File: src/rtl/ppu_video_pkg.sv
// Shared PPU video timing constants, pattern encoding and bar colour table.
// Imported by the test-pattern generator and the VGA scan converter.
package ppu_video_pkg;

  localparam int unsigned PPU_HPERIOD = 341;
  localparam int unsigned PPU_VPERIOD = 262;
  localparam int unsigned PPU_HDISP   = 256;
  localparam int unsigned PPU_VDISP   = 240;
  localparam int unsigned PPU_DELAY   = 3;

  localparam int unsigned PPU_VBLANK_SET_LINE = 241;
  localparam int unsigned PPU_VBLANK_CLR_LINE = 261;

  localparam logic [5:0] PPU_BLACK = 6'h0F;
  localparam logic [5:0] PPU_WHITE = 6'h30;

  typedef enum logic [1:0] {
    PatSolid    = 2'd0,
    PatBars     = 2'd1,
    PatChecker  = 2'd2,
    PatGradient = 2'd3
  } ppu_pattern_e;

  // Entry [0] is the leftmost bar.
  localparam logic [7:0][5:0] PPU_BAR_LUT = {
    6'h0F, 6'h12, 6'h16, 6'h24, 6'h2A, 6'h2C, 6'h28, 6'h30
  };

endpackage

File: src/rtl/ppu_pattern_lut.sv
// Combinational pattern generator: mode, pixel coordinates and frame count
// to a 6-bit palette index. Only the coordinate bits a pattern can use are
// passed in.
module ppu_pattern_lut
  import ppu_video_pkg::*;
(
  input  ppu_pattern_e i_mode,
  input  logic [7:0]   i_x,
  input  logic [1:0]   i_y_hi,      // y[7:6]
  input  logic         i_y_b3,      // y[3]
  input  logic [3:0]   i_frame_lsb, // frame_cnt[3:0]
  input  logic [5:0]   i_solid,
  output logic [5:0]   o_index
);

  // The low nibble of the mod-256 scroll sum depends only on the low nibbles.
  logic [3:0] w_xs;
  assign w_xs = i_x[3:0] + i_frame_lsb;

  // Select the palette index for the latched pattern
  always_comb begin
    o_index = PPU_BLACK;
    unique case (i_mode)
      PatSolid:    o_index = i_solid;
      PatBars:     o_index = PPU_BAR_LUT[i_x[7:5]];
      PatChecker:  o_index = (w_xs[3] ^ i_y_b3) ? PPU_WHITE : PPU_BLACK;
      PatGradient: o_index = {i_y_hi, i_x[7:4]};
    endcase
  end

endmodule

File: src/rtl/ppu_test_pattern.sv
// Stand-alone replacement for the PPU pixel interface: NES dot/line counters
// plus a 3-stage test-pattern pipeline aligned so column x appears at hcnt x+3.
// Optional build macro PPU_ODD_FRAME_SKIP_EN: skip dot 340 of the pre-render
// line on odd frames.
module ppu_test_pattern
  import ppu_video_pkg::*;
#(
  parameter logic [5:0] SOLID_DEFAULT = 6'h21
) (
  input  logic       clk_ppu,
  input  logic       reset,
  input  logic [1:0] mode,
  input  logic [5:0] solid_color,
  output logic [7:0] ppu_pixel,
  output logic [8:0] ppu_hcnt,
  output logic [8:0] ppu_vcnt,
  output logic       ppu_vblank,
  output logic       frame_start,
  output logic [7:0] frame_cnt
);

  logic [8:0]   r_hcnt;
  logic [8:0]   r_vcnt;
  logic [7:0]   r_frame_cnt;
  logic         r_vblank;
  ppu_pattern_e r_mode_q;
  logic [5:0]   r_solid_q;

  logic         r_s1_active;
  logic [7:0]   r_s1_x;
  logic [1:0]   r_s1_y_hi;
  logic         r_s1_y_b3;
  logic [7:0]   r_s2_pixel;
  logic [7:0]   r_s3_pixel;

  logic         w_h_last;
  logic         w_v_last;
  logic         w_active;
  logic [5:0]   w_index;

  assign w_v_last = (r_vcnt == 9'(PPU_VPERIOD - 1));

`ifdef PPU_ODD_FRAME_SKIP_EN
  assign w_h_last = (r_hcnt == 9'(PPU_HPERIOD - 1)) ||
                    (r_frame_cnt[0] && w_v_last && (r_hcnt == 9'(PPU_HPERIOD - 2)));
`else
  assign w_h_last = (r_hcnt == 9'(PPU_HPERIOD - 1));
`endif

  // Dot/line counters; pattern inputs are only sampled at the frame wrap
  always_ff @(posedge clk_ppu) begin
    if (reset) begin
      r_hcnt      <= '0;
      r_vcnt      <= '0;
      r_frame_cnt <= '0;
      r_mode_q    <= PatSolid;
      r_solid_q   <= SOLID_DEFAULT;
    end else if (w_h_last) begin
      r_hcnt <= '0;
      if (w_v_last) begin
        r_vcnt      <= '0;
        r_frame_cnt <= r_frame_cnt + 8'd1;
        r_mode_q    <= ppu_pattern_e'(mode);
        r_solid_q   <= solid_color;
      end else begin
        r_vcnt <= r_vcnt + 9'd1;
      end
    end else begin
      r_hcnt <= r_hcnt + 9'd1;
    end
  end

  // Vblank flag: changes on the edge leaving dot 0 of the set/clear lines
  always_ff @(posedge clk_ppu) begin
    if (reset) begin
      r_vblank <= 1'b0;
    end else if (r_hcnt == 9'd0 && r_vcnt == 9'(PPU_VBLANK_SET_LINE)) begin
      r_vblank <= 1'b1;
    end else if (r_hcnt == 9'd0 && r_vcnt == 9'(PPU_VBLANK_CLR_LINE)) begin
      r_vblank <= 1'b0;
    end
  end

  // Decoding PPU_DELAY dots early means x = hcnt - 3 at the output; the
  // underflowed dots 0..2 map to hcnt 338..340 of the previous line, which
  // are outside the active width.
  assign w_active = (r_hcnt < 9'(PPU_HDISP)) && (r_vcnt < 9'(PPU_VDISP));

  // Stage 1: coordinate and active decode
  always_ff @(posedge clk_ppu) begin
    if (reset) begin
      r_s1_active <= 1'b0;
      r_s1_x      <= '0;
      r_s1_y_hi   <= '0;
      r_s1_y_b3   <= 1'b0;
    end else begin
      r_s1_active <= w_active;
      r_s1_x      <= r_hcnt[7:0];
      r_s1_y_hi   <= r_vcnt[7:6];
      r_s1_y_b3   <= r_vcnt[3];
    end
  end

  ppu_pattern_lut u_lut (
    .i_mode      (r_mode_q),
    .i_x         (r_s1_x),
    .i_y_hi      (r_s1_y_hi),
    .i_y_b3      (r_s1_y_b3),
    .i_frame_lsb (r_frame_cnt[3:0]),
    .i_solid     (r_solid_q),
    .o_index     (w_index)
  );

  // Stages 2 and 3: pattern lookup then output register
  always_ff @(posedge clk_ppu) begin
    if (reset) begin
      r_s2_pixel <= {2'b00, PPU_BLACK};
      r_s3_pixel <= {2'b00, PPU_BLACK};
    end else begin
      r_s2_pixel <= r_s1_active ? {2'b00, w_index} : {2'b00, PPU_BLACK};
      r_s3_pixel <= r_s2_pixel;
    end
  end

  assign ppu_pixel   = r_s3_pixel;
  assign ppu_hcnt    = r_hcnt;
  assign ppu_vcnt    = r_vcnt;
  assign ppu_vblank  = r_vblank;
  assign frame_start = (r_hcnt == 9'd0) && (r_vcnt == 9'd0);
  assign frame_cnt   = r_frame_cnt;

endmodule

File: config.mk
export PLATFORM = sky130hd
export DESIGN_NAME = ppu_test_pattern
export DESIGN_NICKNAME = d
export VERILOG_FILES = /design/src/rtl/ppu_video_pkg.sv /design/src/rtl/ppu_pattern_lut.sv /design/src/rtl/ppu_test_pattern.sv
export SDC_FILE = /design/constraint.sdc
export NUM_CORES = 1
export LEC_CHECK = 0
export CAP_MARGIN = 20
export CORE_MARGIN = 1
export CORE_UTILIZATION = 45
export DETAILED_ROUTE_END_ITERATION = 10
export PLACE_DENSITY_LB_ADDON = 0.08
export SLEW_MARGIN = 0
export SYNTH_ARGS = -nofsm -noshare
export SYNTH_HDL_FRONTEND = slang
export SYNTH_SLANG_ARGS = --single-unit
File: constraint.sdc
create_clock -name clk_ppu -period 2.5 [get_ports clk_ppu]
set_input_delay 0.25 -clock clk_ppu [delete_from_list [all_inputs] [get_ports clk_ppu]]
set_output_delay 0.25 -clock clk_ppu [all_outputs]
set_load 0.005 [all_outputs]
=== Word-level counts from Yosys, hierarchy flattened ===
Memory sizes are Yosys's and may differ from the RTL's. A register that Yosys moved wholly into a read port is not among the register bits.
Index checks and enable logic that the tools add are counted.

* Add/sub/neg operators: 4
* $lt $le $gt $ge: 3
* Equality and inequality tests: 6
* Muxes and demuxes: 7
* Bitwise logic cells: 2
* Reduce and logical (&&, ||, !) cells: 11

{| class="wikitable"
|+ Operator list
! cell !! number
|-
| 6-bit case mux with 4 select lines || 1
|-
| 9-bit by 1-bit adder with 9-bit output, second input constant || 2
|-
| 9-bit equality test, second input constant || 2
|-
| 9-bit zero test || 2
|-
| 6-bit two-way mux || 2
|-
| 9-bit by 8-bit equality test with 1-bit output, second input constant || 1
|-
| 9-bit by 8-bit < comparator with 1-bit output, second input constant || 1
|-
| 9-bit < comparator, second input constant || 1
|-
| 9-bit two-way mux || 1
|-
| 8-bit by 1-bit adder with 8-bit output, second input constant || 1
|-
| 4-bit adder || 1
|-
| 2-bit equality test, second input constant || 2
|-
| 1-bit logical AND || 4
|-
| 3-bit by 4-bit < comparator with 1-bit output, second input constant || 1
|-
| 2-bit OR reduction || 2
|-
| 3-bit two-way mux || 1
|-
| 2-bit by 1-bit equality test with 1-bit output, second input constant || 1
|-
| 2-bit zero test || 1
|-
| 1-bit two-way mux || 2
|-
| 2-bit AND reduction || 1
|-
| 2-bit nonzero test || 1
|-
| 1-bit NOT || 1
|-
| 1-bit XOR || 1
|}

* Flip-flop bits (word level): 63
* Memory bits (read-only): 48
* Bits of input ports: 10
* Output and inout port bits: 36
* Logic and storage cells: 47
* Memories: 1

{| class="wikitable"
|+ Memories
! name !! depth !! width !! rd ports !! clocked after memory_dff !! write ports !! RTL line !! source
|-
| (name not given) || 8 || 6 || 1 || 1 || 0 || ppu_pattern_lut.sv:25 || <nowiki>PatBars: o_index = PPU_BAR_LUT[i_x[7:5]];</nowiki>
|}

=== Longest topological paths before layout ===
Gate-level depths: netlist (run 1).

* Word-level depth: 4
* Gate-level depth with buffers: 8
* Mapped depth without buffers: 6

=== Modules after synthesis ===
A second synthesis (run 1) with hierarchy kept.

* Cell total of the unflattened synthesis: 287
* Area total of the unflattened synthesis: 2581.2 um^2

{| class="wikitable"
|+ Modules (own cells, without submodules)
! module !! times used !! cells an instance !! area each (um^2) !! seq. area each (um^2)
|-
| ppu_test_pattern || 1 || 242 || 2254.7 || 1181.1
|-
| ppu_pattern_lut || 1 || 45 || 326.6 || 0.0
|}

=== Worst setup path before layout (run 1) ===
Ideal clock, no wire load.

* Path kind: register to register
* From: reg r_hcnt[0], in the netlist ppu_hcnt[0]
* To: reg r_vcnt[7], in the netlist ppu_vcnt[7]
* Library setup time: 0.132 ns
* Data arrival time: 1.669 ns
* Required time: 2.368 ns
* Slack: 0.699 ns
* Cell stages (with the launch flop): 8
* Path buffers: 1
* Clock period less this slack: 1.801 ns
* Cell sequence: dfxtp_1 -> inv_1 -> ha_1 -> or4b_1 -> buf_2 -> nor4_1 -> xnor2_1 -> nor3_2

* Cells in the longest elaborated chain, start to end: 1

{| class="wikitable"
|+ RTL lines
! what !! RTL line !! source
|-
| from (decl) || ppu_test_pattern.sv:22 || <nowiki>logic [8:0] r_hcnt;</nowiki>
|-
| from (signal assigned) || ppu_test_pattern.sv:69 || <nowiki>r_hcnt <= r_hcnt + 9'd1;</nowiki>
|-
| 9-bit equality test || ppu_test_pattern.sv:47 || <nowiki>assign w_h_last = (r_hcnt == 9'(PPU_HPERIOD - 1));</nowiki>
|-
| to (signal assigned) || ppu_test_pattern.sv:66 || <nowiki>r_vcnt <= r_vcnt + 9'd1;</nowiki>
|-
| to (decl) || ppu_test_pattern.sv:23 || <nowiki>logic [8:0] r_vcnt;</nowiki>
|}

Every way passes these cells.
A chain may end at the register's enable or synchronous reset.

=== Worst setup path after layout (run 1) ===
* From: reg r_hcnt[1], in the netlist ppu_hcnt[1]
* To: out frame_start

* Cells in the longest elaborated chain, start to end: 2

{| class="wikitable"
|+ RTL lines
! what !! RTL line !! source
|-
| 9-bit zero test || ppu_test_pattern.sv:129 || <nowiki>assign frame_start = (r_hcnt == 9'd0) && (r_vcnt == 9'd0);</nowiki>
|-
| 1-bit logical AND || ppu_test_pattern.sv:129 ||
|-
| to (decl) || ppu_test_pattern.sv:18 || <nowiki>output logic frame_start,</nowiki>
|}

Every way passes these cells.

==> results of run 1 <==
## how the worst max path moves through the flow
stage / start / end / slack [ns]
after global placement: ppu_hcnt[0] / frame_start / 0.43
final: ppu_hcnt[1] / frame_start / 0.21
after CTS: ppu_hcnt[1] / frame_start / 0.02
after detailed placement: ppu_hcnt[1] / frame_start / 0.41
after global routing: ppu_hcnt[1] / frame_start / 0.03
after floorplan: ppu_hcnt[0] / ppu_vcnt[7] / 0.70
## placed cells by master, fill, tap and decap left out, drive strengths merged, types with 3 or more instances in the layout
cell type | synthesis | final
clkinvlp | 0 | 3
or3 | 6 | 6
buf | 8 | 6
inv | 13 | 13
ha | 13 | 13
nor2 | 15 | 15
clkdlybuf4s50 | 0 | 43
dfxtp | 65 | 65
a22oi | 4 | 4
nand2b | 4 | 4
clkinv | 0 | 3
xor2 | 8 | 8
nand3 | 10 | 10
nand2 | 34 | 34
and4 | 5 | 5
mux2 | 5 | 5
nor4 | 5 | 5
clkbuf | 9 | 9
xnor2 | 8 | 8
a21oi | 18 | 18
or2 | 6 | 6
nor3 | 11 | 11
o21ai | 8 | 8
nor2b | 8 | 8
nand4 | 8 | 8
## worst register-to-register path: stages, from the launching register on
cell                      delay (ns)
sky130_fd_sc_hd__dfxtp_1        0.36
sky130_fd_sc_hd__inv_1          0.11
sky130_fd_sc_hd__ha_1           0.17
sky130_fd_sc_hd__nor4b_4        0.24
sky130_fd_sc_hd__buf_4          0.17
sky130_fd_sc_hd__nand4_1        0.07
sky130_fd_sc_hd__buf_4          0.23
sky130_fd_sc_hd__or4_1          0.53
sky130_fd_sc_hd__a21oi_1        0.14
## area by class of cell
type / count / area [µm²] / share of cell area [%]
multi-input combinational: 198 / 1340 / 38.7
sequential: 65 / 1300 / 37.7
timing repair buffer: 49 / 475 / 13.8
clock buffer: 9 / 124 / 3.59
tap: 75 / 93.8 / 2.72
clock inverter: 7 / 71.3 / 2.07
inverter: 13 / 48.8 / 1.41
## layer usage
metal,wire (µm),up-vias,share of wire (%)
met3,269,8,4.8
met4,66,0,1.2
met2,2540,53,46
li1,-,1087,-
met1,2680,983,48
met5,0,-,0
## power by group through the flow
stage                     combinational, mW  sequential, mW  clock, mW
after floorplan                      0.0509            1.08          0
after global placement               0.0891            1.08          0
after detailed placement             0.0887            1.08          0
after CTS                            0.0899            1.06      0.885
after global routing                  0.108            1.06      0.938
final                                0.0979            1.06      0.863
## what timing repair did
action | in CTS | in global routing
gates resized for setup | 0 | 1
endpoints found under the hold margin | 0 | 0
setup endpoints to repair | 0 | 1
hold buffers | 0 | 0
setup buffers | 0 | 2
## sequential cells by signal (all words and copies together) (netlist names), named ones only
signal       cells
ppu_hcnt         9
ppu_vcnt         9
frame_cnt        8
r_s1_x           8
ppu_pixel        6
r_s2_pixel       6
r_solid_q        6
r_mode_q         2
r_s1_y_hi        2
ppu_vblank       1
r_s1_active      1
r_s1_y_b3        1
## per-stage QoR
stage	hold WS, ns	instances
finish	0.409	416
global route	0.419	416
CTS	0.410	414
detailed placement	0.392	398
global placement	0.391	398
floorplan	0.374	293
## kinds of logic after synthesis
logic type	synth area share [%]
XOR/XNOR	5.96
multiplexers	2.78
buffers and inverters	4.55
AND/OR/NAND/NOR	25.3
AO/OA/AOI/OAI	8.10
adder cells (fa/ha/maj)	5.91
flip-flops	47.3
other	0.136
==> results.md, run 1 <==
- Result of the run: finished, final reports clean
- Series of cell instances along the critical path: inv_1 > ha_1 > nor4b_4 > nand2_1 > nor3_1 > clkdlybuf4s50_1
- Boundary pin count: 46
- Synth-to-Final Area Change: 25.5%
- Relative slew margins: 65.7%
- Buffers on Ports: 43
- Via count of the first global-routing pass: approximately 2000
- Number of buffers and inverters on the critical path: 2
- Internal power component: between 1.5 and 2 mW
- Power, Total: between 2 and 2.5 mW
- Switching power summed over all nets: 459 µW
- Power per cell area: 585 mW/mm²
- First DRT Iteration DRCs: 66
- Global-route usage over all layers: 19.1%
- Per-cell via count in the routed design: 5.12
- Switching power share of the total: 22.7%
- Number of library cell types mapped by synthesis: 40
- Antenna cell count: 0
- First-pass iteration count of the detailed router: 4
- Buffer levels on the longest clock path: 2
- Stages on worst setup path: 6
- Max Cap Violations: 0
- Summed negative setup slack over all endpoints: 0 ns
- Fin worst setup slack: between 0.2 and 0.25 ns
- Synthesis Warnings: 0
- Clock skew: 0.00447 ns
- Setup slack at placement: 0.407 ns
- Final design area excluding fillers: 0.00345 mm²
- CTS buffer count: 9
- Cell Area, Placed: 0.00323 mm²
- Flops & latches, synth: 65
- Root buf cell: sky130_fd_sc_hd__clkbuf_8
- Detailed Route WL: 5.56 mm
- Total number of vias: 2131
- Number of enable-type register cells in the synthesized netlist: 0
- Clock tree from TritonCTS: yes
- Final slew viol count: 0
- Kind of capture point of the worst setup path: primary output
- Fin crit period: 2.29 ns
- Library cell with the highest instance count after synthesis: sky130_fd_sc_hd__dfxtp_1
- Area share of the largest cell type after synthesis: 47.3%
- Count of fill cells added during filler insertion: 567
- Part of the total power dissipated in the clock network: 42.8%
- Clock-pin transition on the worst setup and hold timing paths: around 0.070 ns
- Hold Path Cell Cnt: 1
- Maximum cell stage delay along the critical path: 0.52 ns
- Achievable Freq: 0.436 GHz
- Final layout net count: around 360
- Max stage delay cell, worst path: sky130_fd_sc_hd__clkdlybuf4s50_1
- Worst-path maximum fanout: 6
- Setup repair after global routing missed its margin: false
- Synth Flop Type: sky130_fd_sc_hd__dfxtp_1
- Part of the total power dissipated in sequential elements: 52.4%
- Hold Path Class: reg -> reg
- Detailed-placement wirelength estimate: 3.73 mm
- LEAKAGE: 1.32 nW
- Required time of the worst setup path: ~2.3 ns
- Setup violations, final: 0
- Number of failing hold endpoints at the final stage: 0
- Remaining antenna violation count after routing: 0
- Final weighted congestion in routability-driven placement: 0.794
- Layout cell share with drive strength beyond 1: 11.7%
- Critical path start-end classification: reg -> out
- Placeable core area: 0.00592 mm²
- Met3 demand-to-capacity share in global routing: 6.14%
- Fraction of power consumed by combinational cells: 4.8%
- Ys async rst share: 0%
- Worst hold path startpoint: r_s2_pixel[1]
- Routing layer with the top usage in global route: met2
- Crit share post-route: 91.8%
- Worst-Margin Slew: 0.508 ns
- Reg2Reg Depth: 8
- DRC violation count after routing: 0
- Syn_area_per_cell: 9.42 µm²
- Cell types with the highest counts after synthesis: sky130_fd_sc_hd__dfxtp_1, sky130_fd_sc_hd__nand2_1, sky130_fd_sc_hd__a21oi_1
- Slack of the worst reg-to-reg path: 0.43 ns
- # H-tree levels: 3
- GR Overflow Total: 0
- Sink of the worst hold path: ppu_pixel[1]
- Library cell with the largest summed area after synthesis: sky130_fd_sc_hd__dfxtp_1
- Global routing usage on met1: 23.3%
- VDD IR-drop max: 0.000380 V
- Syn Std Cell Area: between 0.002 and 0.003 mm²
- Reg-to-reg endpoint: frame_cnt[6]
- Die span in y: 80.2 µm
- Full die area: 0.00643 mm²
- Die X-Extent: between 80 and 90 µm
- Largest delay contributor family on the critical path: buffers and inverters
- Global-route wire length before repair: ~9.3 mm
- Initial Utilization: between 40% and 50%
- Startpoint class of the critical path: flip-flop
- Sequential-to-total area share from yosys stat: 47.3%
- Largest net degree at the start of global routing: 26
- Number of sinks handled by clock tree synthesis: 65
- Arrival time reported for the critical path endpoint: 2.04 ns
- Synth area leaders: sky130_fd_sc_hd__dfxtp_1, sky130_fd_sc_hd__ha_1, sky130_fd_sc_hd__nand2_1, sky130_fd_sc_hd__a21oi_1, sky130_fd_sc_hd__xnor2_1
- Clock latency on the worst-skew pair: 0.34 ns
- Avg WL per Cell: roughly 13 µm
- Post-Synthesis Cells: 292
- Met2 track demand over resource in global routing: ~31%
- R2R Path Start: ppu_hcnt[1]
- Core Rows: 28
- Final core occ: 58.3%
- Number of antenna violations at the first check in global routing: 0
No activity file was read; power rests on OpenSTA's default activity.
==> run 2: changes to the inputs <==
GPL_TIMING_DRIVEN = 0   (was default)
==> results.md, run 2 (synthesized netlist as in run 1, its figures left out) <==
- Result of the run: finished, final reports clean
- Number of sinks handled by clock tree synthesis: 65 (unchanged)
- Final weighted congestion in routability-driven placement: 0.755 (-5.0%)
- Antenna cell count: 0 (unchanged)
- Full die area: 0.00643 mm² (unchanged)
- Layout cell share with drive strength beyond 1: 11.6% (-0.082 points)
- Final slew viol count: 0 (unchanged)
- Power per cell area: 582 mW/mm² (-0.54%)
- Setup violations, final: 0 (unchanged)
- First DRT Iteration DRCs: 72 (+9.1%)
- Clock tree from TritonCTS: yes
- Die X-Extent: 80.2 µm (unchanged)
- Avg WL per Cell: 13.9 µm (+4.3%)
- Per-cell via count in the routed design: 5.04 (-1.5%)
- Relative slew margins: 64.6% (-1.1 points)
- Number of failing hold endpoints at the final stage: 0 (unchanged)
- Global-route wire length before repair: 9.49 mm (+1.9%)
- Worst-Margin Slew: 0.524 ns (+0.0165 ns)
- Required time of the worst setup path: 2.25 ns (about the same)
- DRC violation count after routing: 0 (unchanged)
- Total number of vias: 2154 (+1.1%)
- Detailed Route WL: 5.95 mm (+7.0%)
- Number of buffers and inverters on the critical path: 2 (unchanged)
- Boundary pin count: 46 (unchanged)
- GR Overflow Total: 0 (unchanged)
- Finished Layout Cells: 427 (+2.6%)
- LEAKAGE: 1.34 nW (+1.9%)
- Fin crit period: 2.38 ns (+0.0841 ns)
- Cell count after placement: 410 (+3.0%)
- First-pass iteration count of the detailed router: 4 (unchanged)
- Startpoint class of the critical path: flip-flop
- Crit share post-route: 95.2% (+3.4 points)
- Placeable core area: 0.00592 mm² (unchanged)
- Hold slack: 0.356 ns (-0.0531 ns)
- Die span in y: 80.2 µm (unchanged)
- Series of cell instances along the critical path: inv_1 > ha_1 > nor4b_4 > nand2_1 > nor3_2 > clkdlybuf4s50_1
- Worst-path maximum fanout: 7 (+1)
- Largest net degree at the start of global routing: 12 (-54%)
- Root buf cell: sky130_fd_sc_hd__clkbuf_8
- Arrival time reported for the critical path endpoint: 2.13 ns (+0.09 ns)
- Clock skew: 0.00732 ns (+0.00284 ns)
- Clock-pin transition on the worst setup and hold timing paths: 0.07 ns (about the same)
- Most common library cell in the layout ignoring fill and taps: sky130_fd_sc_hd__dfxtp_1
- Core Rows: 28 (unchanged)
- Critical path start-end classification: reg -> out
- Clock latency on the worst-skew pair: 0.34 ns (about the same)
- Initial Utilization: 46.4% (unchanged)
- Kind of capture point of the worst setup path: primary output
- Max stage delay cell, worst path: sky130_fd_sc_hd__clkdlybuf4s50_1
- Detailed-placement wirelength estimate: 4.05 mm (+8.7%)
- Via count of the first global-routing pass: 1913 (-3.5%)
- Achievable Freq: 0.420 GHz (-3.5%)
- Buffers on Ports: 42 (-2.3%)
- Global-route usage over all layers: 20.1% (+0.98 points)
- Number of antenna violations at the first check in global routing: 0 (unchanged)
- Highest-count cells in the layout ignoring fill and taps: sky130_fd_sc_hd__dfxtp_1, sky130_fd_sc_hd__clkdlybuf4s50_1, sky130_fd_sc_hd__nand2_1
- Final layout net count: 370 (+3.1%)
- VDD IR-drop max: 0.000426 V (+12%)
- Buffer levels on the longest clock path: 2 (unchanged)
- Count of hold buffers inserted by post-cts repair: 0 (unchanged)
- CTS buffer count: 9 (unchanged)
- Maximum cell stage delay along the critical path: 0.52 ns (about the same)
- # H-tree levels: 3 (unchanged)
- Max Cap Violations: 0 (unchanged)
- Largest delay contributor family on the critical path: simple AND/OR/NAND/NOR gates
- Remaining antenna violation count after routing: 0 (unchanged)
- Synth-to-Final Area Change: 26.4%
- Hold Path Class: in -> reg
[run 2: cell types whose count changed in the layout (fill, tap and decap cells not counted), moves of 2 or more]
cell / before / now
sky130_fd_sc_hd__buf_1: 0 / 2
sky130_fd_sc_hd__buf_4: 6 / 3
sky130_fd_sc_hd__clkinv_2: 2 / 4
sky130_fd_sc_hd__clkinvlp_4: 3 / 0
sky130_fd_sc_hd__buf_2: 0 / 4
sky130_fd_sc_hd__clkbuf_1: 0 / 10
[run 2: worst paths after layout]
kind         slack (ns)           from           end  cells after the start
max reg2reg        0.31    ppu_vcnt[1]  frame_cnt[2]                      8
min                0.36          reset  ppu_pixel[5]                      2
min reg2reg        0.41  r_s2_pixel[2]  ppu_pixel[2]                      1
max                0.12    ppu_hcnt[0]   frame_start                      6
[run 2: metrics by stage]
step	setup WS (ns)	power (mW)	util (%)	TNS (ns)	instance area, µm²
2_1_floorplan	0.699	1.13	-	0	2750
3_3_place_gp	0.213	1.18	55.2	0	3270
3_5_place_dp	0.218	1.18	55.2	0	3270
4_1_cts	0.0808	2.04	58.5	0	3460
5_1_grt	-0.0288	2.10	58.7	-0.0288	3480
6_report	0.121	2.02	58.7	0	3480
[run 2: report_power, final]
part	leakage [nW]	switching [mW]	internal (mW)
sequential	0.527	0.00783	1.05
clock	0.0998	0.407	0.455
combinational	0.715	0.0491	0.0547
[run 2: final cells by class]
type	instances	area, µm²
fill	567	2440
multi-input combinational	198	1340
sequential	65	1300
timing repair buffer	43	428
clock buffer	10	128
tap	75	93.8
buffer	17	76.3
clock inverter	6	58.8
inverter	13	48.8
[run 2: layer usage]
metal | global-route usage, % | vias up | wire length, µm
li1 | - | 1110 | -
met1 | 25.5 | 982 | 2840
met2 | 31.6 | 51 | 2740
met3 | 4.43 | 11 | 244
met4 | 10.7 | 0 | 120
met5 | 0 | - | 0
[run 2: timing repair]
| item | 4_1_cts | 5_1_grt |
|---|---|---|
| gates resized for setup | 1 | 1 |
| buffers inserted | 0 | 1 |
| cloned | 0 | 0 |
| setup endpoints to repair | 1 | 1 |
